$ cat src/rtl/rx_command_decoder.sv
// Frames UART RX bytes into sudoku host commands: event code plus fixed-length payload,
// range-checked, published with a one-cycle data_valid or dropped with frame_error.
module rx_command_decoder #(
    parameter int unsigned TIMEOUT_CYCLES = 50_000_000
) (
    input  logic       clk,
    input  logic       reset,
    input  logic [7:0] rx_data,
    input  logic       rx_valid,
    output logic [7:0] evento,
    output logic [7:0] arg0,
    output logic [7:0] arg1,
    output logic [7:0] arg2,
    output logic       data_valid,
    output logic       frame_error,
    output logic [1:0] err_code,
    output logic       busy
);

    localparam logic [0:0] StIdle    = 1'b0;
    localparam logic [0:0] StPayload = 1'b1;

    localparam logic [7:0] EvStart = 8'hA0;
    localparam logic [7:0] EvPlace = 8'hA1;
    localparam logic [7:0] EvEnd   = 8'hAB;

    localparam logic [1:0] ErrUnknown = 2'b01;
    localparam logic [1:0] ErrRange   = 2'b10;
    localparam logic [1:0] ErrTimeout = 2'b11;

    localparam logic [31:0] TcntLast = 32'(TIMEOUT_CYCLES - 1);

    function automatic logic is_known(input logic [7:0] code);
        return (code == EvStart) || (code == EvPlace) || (code == EvEnd);
    endfunction

    function automatic logic [1:0] payload_len(input logic [7:0] code);
        case (code)
            EvStart: return 2'd1;
            EvPlace: return 2'd3;
            default: return 2'd0;
        endcase
    endfunction

    function automatic logic args_ok(input logic [7:0] code, input logic [7:0] a0,
                                     input logic [7:0] a1, input logic [7:0] a2);
        case (code)
            EvStart: return a0 <= 8'd2;
            EvPlace: return (a0 <= 8'd8) && (a1 <= 8'd8) && (a2 <= 8'd9);
            default: return 1'b1;
        endcase
    endfunction

    logic [0:0]  state_q, state_d;
    logic [7:0]  cur_event_q, cur_event_d;
    logic [7:0]  sh0_q, sh0_d, sh1_q, sh1_d, sh2_q, sh2_d;
    logic [1:0]  byte_cnt_q, byte_cnt_d;
    logic [31:0] tcnt_q, tcnt_d;
    logic [7:0]  evento_q, evento_d;
    logic [7:0]  arg0_q, arg0_d, arg1_q, arg1_d, arg2_q, arg2_d;
    logic        data_valid_q, data_valid_d;
    logic        frame_error_q, frame_error_d;
    logic [1:0]  err_code_q, err_code_d;

    always_comb begin
        state_d       = state_q;
        cur_event_d   = cur_event_q;
        sh0_d         = sh0_q;
        sh1_d         = sh1_q;
        sh2_d         = sh2_q;
        byte_cnt_d    = byte_cnt_q;
        tcnt_d        = tcnt_q;
        evento_d      = evento_q;
        arg0_d        = arg0_q;
        arg1_d        = arg1_q;
        arg2_d        = arg2_q;
        data_valid_d  = 1'b0;
        frame_error_d = 1'b0;
        err_code_d    = err_code_q;

        case (state_q)
            StIdle: begin
                if (rx_valid) begin
                    if (!is_known(rx_data)) begin
                        frame_error_d = 1'b1;
                        err_code_d    = ErrUnknown;
                    end else if (payload_len(rx_data) == 2'd0) begin
                        evento_d     = rx_data;
                        arg0_d       = 8'd0;
                        arg1_d       = 8'd0;
                        arg2_d       = 8'd0;
                        data_valid_d = 1'b1;
                    end else begin
                        cur_event_d = rx_data;
                        sh0_d       = 8'd0;
                        sh1_d       = 8'd0;
                        sh2_d       = 8'd0;
                        byte_cnt_d  = 2'd0;
                        tcnt_d      = 32'd0;
                        state_d     = StPayload;
                    end
                end
            end
            default: begin
                // A byte on the terminal-count cycle takes priority over the timeout.
                if (rx_valid) begin
                    case (byte_cnt_q)
                        2'd0:    sh0_d = rx_data;
                        2'd1:    sh1_d = rx_data;
                        default: sh2_d = rx_data;
                    endcase
                    byte_cnt_d = byte_cnt_q + 2'd1;
                    tcnt_d     = 32'd0;
                    if ((byte_cnt_q + 2'd1) == payload_len(cur_event_q)) begin
                        state_d = StIdle;
                        if (args_ok(cur_event_q, sh0_d, sh1_d, sh2_d)) begin
                            evento_d     = cur_event_q;
                            arg0_d       = sh0_d;
                            arg1_d       = sh1_d;
                            arg2_d       = sh2_d;
                            data_valid_d = 1'b1;
                        end else begin
                            frame_error_d = 1'b1;
                            err_code_d    = ErrRange;
                        end
                    end
                end else if (tcnt_q == TcntLast) begin
                    frame_error_d = 1'b1;
                    err_code_d    = ErrTimeout;
                    state_d       = StIdle;
                end else begin
                    tcnt_d = tcnt_q + 32'd1;
                end
            end
        endcase
    end

    always_ff @(posedge clk) begin
        if (reset) begin
            state_q       <= StIdle;
            cur_event_q   <= 8'd0;
            sh0_q         <= 8'd0;
            sh1_q         <= 8'd0;
            sh2_q         <= 8'd0;
            byte_cnt_q    <= 2'd0;
            tcnt_q        <= 32'd0;
            evento_q      <= 8'd0;
            arg0_q        <= 8'd0;
            arg1_q        <= 8'd0;
            arg2_q        <= 8'd0;
            data_valid_q  <= 1'b0;
            frame_error_q <= 1'b0;
            err_code_q    <= 2'd0;
        end else begin
            state_q       <= state_d;
            cur_event_q   <= cur_event_d;
            sh0_q         <= sh0_d;
            sh1_q         <= sh1_d;
            sh2_q         <= sh2_d;
            byte_cnt_q    <= byte_cnt_d;
            tcnt_q        <= tcnt_d;
            evento_q      <= evento_d;
            arg0_q        <= arg0_d;
            arg1_q        <= arg1_d;
            arg2_q        <= arg2_d;
            data_valid_q  <= data_valid_d;
            frame_error_q <= frame_error_d;
            err_code_q    <= err_code_d;
        end
    end

    assign evento      = evento_q;
    assign arg0        = arg0_q;
    assign arg1        = arg1_q;
    assign arg2        = arg2_q;
    assign data_valid  = data_valid_q;
    assign frame_error = frame_error_q;
    assign err_code    = err_code_q;
    assign busy        = (state_q == StPayload);

endmodule

$ cat config.mk
export PLATFORM = sky130hd
export DESIGN_NAME = rx_command_decoder
export DESIGN_NICKNAME = d
export VERILOG_FILES = /design/src/rtl/rx_command_decoder.sv
export SDC_FILE = /design/constraint.sdc
export NUM_CORES = 1
export LEC_CHECK = 0
export ABC_CLOCK_PERIOD_IN_PS = 3600
export BUFFER_PORTS_ARGS = -buffer_cell sky130_fd_sc_hd__buf_2
export CAP_MARGIN = 15
export CORE_ASPECT_RATIO = 0.9
export CORE_UTILIZATION = 33
export CTS_BUF_LIST = sky130_fd_sc_hd__clkbuf_8 sky130_fd_sc_hd__clkbuf_16
export CTS_CLUSTER_DIAMETER = 150
export DETAILED_ROUTE_END_ITERATION = 8
export GPL_ROUTABILITY_DRIVEN = 0
export PLACE_DENSITY = 0.61
export SLEW_MARGIN = 20
export SYNTH_ARGS = -nofsm -noshare
export SYNTH_HDL_FRONTEND = slang
export SYNTH_SLANG_ARGS = --single-unit
$ cat constraint.sdc
create_clock -name clk -period 3.6 [get_ports clk]
set_input_delay 0.72 -clock clk [delete_from_list [all_inputs] [get_ports clk]]
set_output_delay 0.72 -clock clk [all_outputs]
set_load 0.02 [all_outputs]
# Word level (Yosys, flattened, before mapping)
# Index checks and enable logic that the tools add are counted.
[totals]
register_bits = 103
input_bits = 11
out_inout_bits = 37
elab_cells = 143
[classes]
addsub = 2
magnitude_cmp = 4
n_eq_ne = 15
mux = 90
n_bitwise = 2
reduce_logical = 16
[op_table]
columns = ["cell", "n"]
rows = [
  ["2-to-1 mux 8 bit", 40],
  ["2-to-1 mux 32 bit", 6],
  ["equality test 8 bit (second input constant)", 5],
  ["2-to-1 mux 2 bit", 17],
  ["adder 32 x 1 -> 32 bit (second input constant)", 1],
  ["equality test 32 x 26 -> 1 bit (second input constant)", 1],
  ["<= comparator 8 x 4 -> 1 bit (second input constant)", 3],
  ["2-to-1 mux 1 bit", 24],
  ["AND reduction 5 bit", 2],
  ["<= comparator 8 x 2 -> 1 bit (second input constant)", 1],
  ["case mux 2 bit (2 select lines)", 2],
  ["AND reduction 4 bit", 2],
  ["nonzero test 2 bit", 4],
  ["!= test 2 bit (second input constant)", 3],
  ["zero test 2 bit", 2],
  ["!= test 2 x 1 -> 1 bit (second input constant)", 2],
  ["!= test 3 x 2 -> 1 bit (second input constant)", 1],
  ["!= test 3 bit (second input constant)", 1],
  ["AND reduction 3 bit", 1],
  ["adder 2 x 1 -> 2 bit (second input constant)", 1],
  ["equality test 2 x 1 -> 1 bit (second input constant)", 1],
  ["equality test 2 bit", 1],
  ["logical AND 1 bit", 2],
  ["logical OR 1 bit", 2],
  ["3 further kinds", 4],
]

# Logic depth before layout (Yosys ltp)
[logic_depth]
ltp_word = 15
mapped_depth = 11
mapped_depth_nobuf = 8

# Worst setup path before layout
# OpenSTA, ideal clock, no wires.
[synth_path]
path_kind = "input -> register"
start = "in rx_data[5]"
end = "reg arg0_q[5], in the netlist arg0[5]"
setup_ps = 130
arrival_time_ps = 2403
required_ps = 3470
path_slack_ps = 1068
cell_stages = 8
path_buffers = 2
cell_sequence = "buf_4 nor4_2 nand2_1 a2111oi_1 o221ai_2 o21ai_4 buf_6 o22ai_2"
[synth_via]
elab_chain_cells = 12
word_cells_on_any_way = 37
classes_between = "order compare (4); eq/ne (4); mux (21); reduce/logical (8)"
[synth_lines]
columns = ["element", "line", "text"]
rows = [
  ["from (decl)", "8", "input logic [7:0] rx_data,"],
  ["2-to-1 mux 8 bit", "107", "case (byte_cnt_q)"],
  ["2-to-1 mux 8 bit", "106", "if (rx_valid) begin"],
  ["2-to-1 mux 8 bit", "81", "case (state_q)"],
  ["<= comparator 8 x 4 -> 1 bit", "49", "EvPlace: return (a0 <= 8'd8) && (a1 <= 8'd8) && (a2 <= 8'd9);"],
  ["logical AND 1 bit (2 in a row)", "49", ""],
  ["case mux 1 bit (2 select lines)", "47", "case (code)"],
  ["2-to-1 mux 1 bit", "114", "if ((byte_cnt_q + 2'd1) == payload_len(cur_event_q)) begin"],
  ["2-to-1 mux 1 bit", "106", ""],
  ["2-to-1 mux 1 bit", "81", ""],
  ["!= test 2 x 1 -> 1 bit (no source line)", "n/a", ""],
  ["AND reduction 5 bit (no source line)", "n/a", ""],
  ["to (signal assigned)", "163", "arg0_q <= arg0_d;"],
  ["to (decl)", "60", "logic [7:0] arg0_q, arg0_d, arg1_q, arg1_d, arg2_q, arg2_d;"],
]
# Several ways; a longest one is shown, not always the timed one. The select of a mux whose other input is x is not followed.
# A chain may end at the register's enable or synchronous reset.

# Worst setup path after layout
[layout_path]
start = "reg byte_cnt_q[0]"
end = "reg arg2_q[6], in the netlist arg2[6]"
[layout_via]
elab_chain_cells = 13
word_cells_on_any_way = 31
classes_between = "add/sub (1); order compare (4); eq/ne (4); mux (17); reduce/logical (5)"
[layout_lines]
columns = ["element", "line", "text"]
rows = [
  ["from (decl)", "57", "logic [1:0] byte_cnt_q, byte_cnt_d;"],
  ["from (signal assigned)", "160", "byte_cnt_q <= byte_cnt_d;"],
  ["equality test 2 x 1 -> 1 bit or zero test 2 bit (tied branches)", "107", ""],
  ["OR reduction 2 bit (no source line) or 2-to-1 mux 8 bit (tied branches)", "n/a", ""],
  ["2-to-1 mux 8 bit, on equally long branches", "107, 106", ""],
  ["2-to-1 mux 8 bit, on equally long branches", "106, 81", ""],
  ["2-to-1 mux 8 bit or <= comparator 8 x 4 -> 1 bit (tied branches)", "81, 49", ""],
  ["<= comparator 8 x 4 -> 1 bit or logical AND 1 bit (tied branches)", "49", ""],
  ["logical AND 1 bit", "49", ""],
  ["case mux 1 bit (2 select lines)", "47", ""],
  ["2-to-1 mux 1 bit", "114", ""],
  ["2-to-1 mux 1 bit", "106", ""],
  ["2-to-1 mux 1 bit", "81", ""],
  ["!= test 2 x 1 -> 1 bit (no source line)", "n/a", ""],
  ["AND reduction 5 bit (no source line)", "n/a", ""],
  ["to (signal assigned)", "165", "arg2_q <= arg2_d;"],
  ["to (decl)", "60", ""],
]
# Several ways; a longest one is shown, not always the timed one. The select of a mux whose other input is x is not followed.

==> metrics.yaml <==
synth_area_leaders: "dfxtp_1 42%, mux2i_1 6.1%, a22o_1 3.9%"
clk_pin_slew_ns: 0.07
num_vias: 4066
drv_cap: 0
ctsResizeCount: 0
synth_top_cell_area_share: 0.419
drive_above_1_share: 0.180
avgRoutedWirePerCell_um: 16.3
synth_area_leader_cell: "dfxtp_1"
postSynth.asyncResetShare: 0
ctsHoldBuffers: 0
min_period_ns: 2.87
grt-ovfl-total: 0
power.internal_mw: 1.70
grt_antenna_before_repair: 0
outcome: "finished, final reports clean"
min_path_type: "reg -> reg"
whs_ns: 0.459
crit_arrival_ns: 3.08
finalCritPeriodShare: 0.796
ys.flop_type: "dfxtp_1"
grt_pass1_wl_um: 20500
max-slew-margin-rel: 0.453
core_mm2: 0.0143
crit_path_top_delay_cell: "a2111oi_1"
ys_seq_area_frac: 0.419
worstSkewPairLatency_ns: 0.35
rsz0062_at_grt: "no"
syn_to_final_growth_pct: 13.0
final-max-slew-violation-count: 0
grt_max_degree: 29
end_kind: "flip-flop"
drtPass1Iterations: 6
cts-root-buf: "clkbuf_16"
p_leak_nw: 2.06
synth_cell_types: 71
fin_tns_setup_ns: 0
start_util: 0.345
fmax_ghz: 0.349
cp_common_cell: "buf_4"
dp_slack_ns: 0.572
boundaryPins: 48
synth_fp_nets: 535
die_area_mm2: 0.0154
p_clk_frac: 0.439
track_usage: 0.171
synth-edff-count: 0
grt_pass1_vias: 3924
drc: 0
finalNonFillerCells: 750
crit_fanout: 23
setup_ws_ns: 0.734
worstMarginPinSlew_ns: 0.820
critPathRequiredTime_ns: 3.82
dpl.hpwl_um: 8580
dp.cells: 734
combPwrFrac: 0.038
diodes: 0
setup_viol: 0
power.switching_mw: 0.481
slowest_delay_ns: 0.49
p_sw_frac: 0.220
vdd_drop_max_mv: 0.226
avgSynthCellArea_um2: 9.44
critical_path.cell_chain: "inv_1, ha_1, buf_4, nor2_1, nand2_1, a2111oi_1, o221ai_2, o21ai_4, buf_4, o22ai_1"
layout.nets: 566
cts_max_path_buffers: 2
post-cts-setup-buffer-count: 0
synthCells: 521
ys_ff_latch: 103
yosys_warnings: 0
viasPerCell: 5.42
criticalPathCategory: "reg -> reg"
clock_sinks: 103
htree_levels: 3
hold_viol: 0
startpoint_type: "flip-flop"
numCtsBuffers: 9
cts_tree: "yes"
p_seq_frac: 0.523
die_h_um: 118
drt_iter0_drc: 284
synthesis.area_mm2: 0.00492
clock_skew_ns: 0.00617
antenna_left: 0
rows: 41
port_buffers: 47
fin_total_pwr_mw: 2.18
die_w_um: 131
powerDensity_mw_per_mm2: 393
routed_wirelength_um: 12200
worst paths after layout:
| check | from | to | slack, ns | cells after the start |
|---|---|---|---|---|
| setup / recovery | byte_cnt_q[0] | arg2[6] | 0.73 | 10 |
| hold / removal | sh2_q[3] | sh2_q[3] | 0.46 | 2 |
| setup reg to reg | byte_cnt_q[0] | arg2[6] | 0.73 | 10 |
| hold reg to reg | sh2_q[3] | sh2_q[3] | 0.46 | 2 |
layout by cell type, fill, tap and decap left out, types with 10 or more instances in the layout:
cell type    n
buf_2       47
inv_1       34
o21ai_0     11
nand3_1     16
nor2_1      34
a22o_1      22
nand2_1     28
mux2i_1     30
xnor2_1     17
o22ai_1     15
nor4_1      11
a211oi_1    11
a21oi_1     19
dfxtp_1    103
o22ai_2     10
power groups by stage:
stage / logic, mW / clock network, mW / registers (mW)
6_report: 0.0835 / 0.958 / 1.14
5_1_grt: 0.0902 / 1.03 / 1.14
4_1_cts: 0.0832 / 0.981 / 1.14
3_5_place_dp: 0.0832 / 0 / 1.17
3_3_place_gp: 0.0812 / 0 / 1.17
2_1_floorplan: 0.0571 / 0 / 1.17
kinds of logic after synthesis:
logic type,after synthesis,synth area share
compound gates,146,0.241
flops,103,0.419
buf+inv,71,0.0672
xor+xnor,20,0.0356
mux,32,0.0656
simple gates,146,0.164
fa+ha+maj,3,0.00763
registers in the layout, indices dropped and copies added (netlist names), 8 cells and up:
register / flops
arg0: 8
arg1: 8
arg2: 8
cur_event_q: 8
evento: 8
sh0_q: 8
sh1_q: 8
sh2_q: 8
tcnt_q: 32
worst max-delay path, delay by kind of cell (launching register included):
kind,cells,cell delay (ns)
compound gates,4,1.10
fa+ha+maj,1,0.24
buf+inv,3,0.62
flops,1,0.37
simple gates,2,0.38
synthesized netlist by cell type, drive strengths merged, types with 5 or more instances:
cell and n:
a211oi 11, a21oi 19, a22o 22, and2 5
and3 9, buf 22, clkbuf 14, dfxtp 103
inv 34, mux2i 30, nand2 28, nand3 16
nand4 7, nor2 35, nor3 8, nor4 12
o211a 8, o211ai 9, o21a 5, o21ai 16
o22ai 25, or3 5, xnor2 17
per-stage QoR:
step	area [µm²]	utilization
after global placement	5260	0.369
after floorplan	4920	-
final	5560	0.390
after global routing	5560	0.390
after detailed placement	5260	0.369
after CTS	5560	0.390
layout make-up:
class | count | area (µm²)
sequential | 103 | 2060
inverter | 35 | 131
fill | 1432 | 8700
clock inverter | 3 | 15.0
clock buffer | 13 | 280
timing repair buffer | 56 | 303
multi-input combinational | 347 | 2520
tap | 193 | 241
metal layers:
layer	up-vias	share of wire	global-route usage
met5	-	0	0
met4	0	0.012	0.0445
met2	108	0.43	0.247
li1	1991	-	-
met3	13	0.060	0.0495
met1	1954	0.50	0.244
No activity file was read; power rests on OpenSTA's default activity.
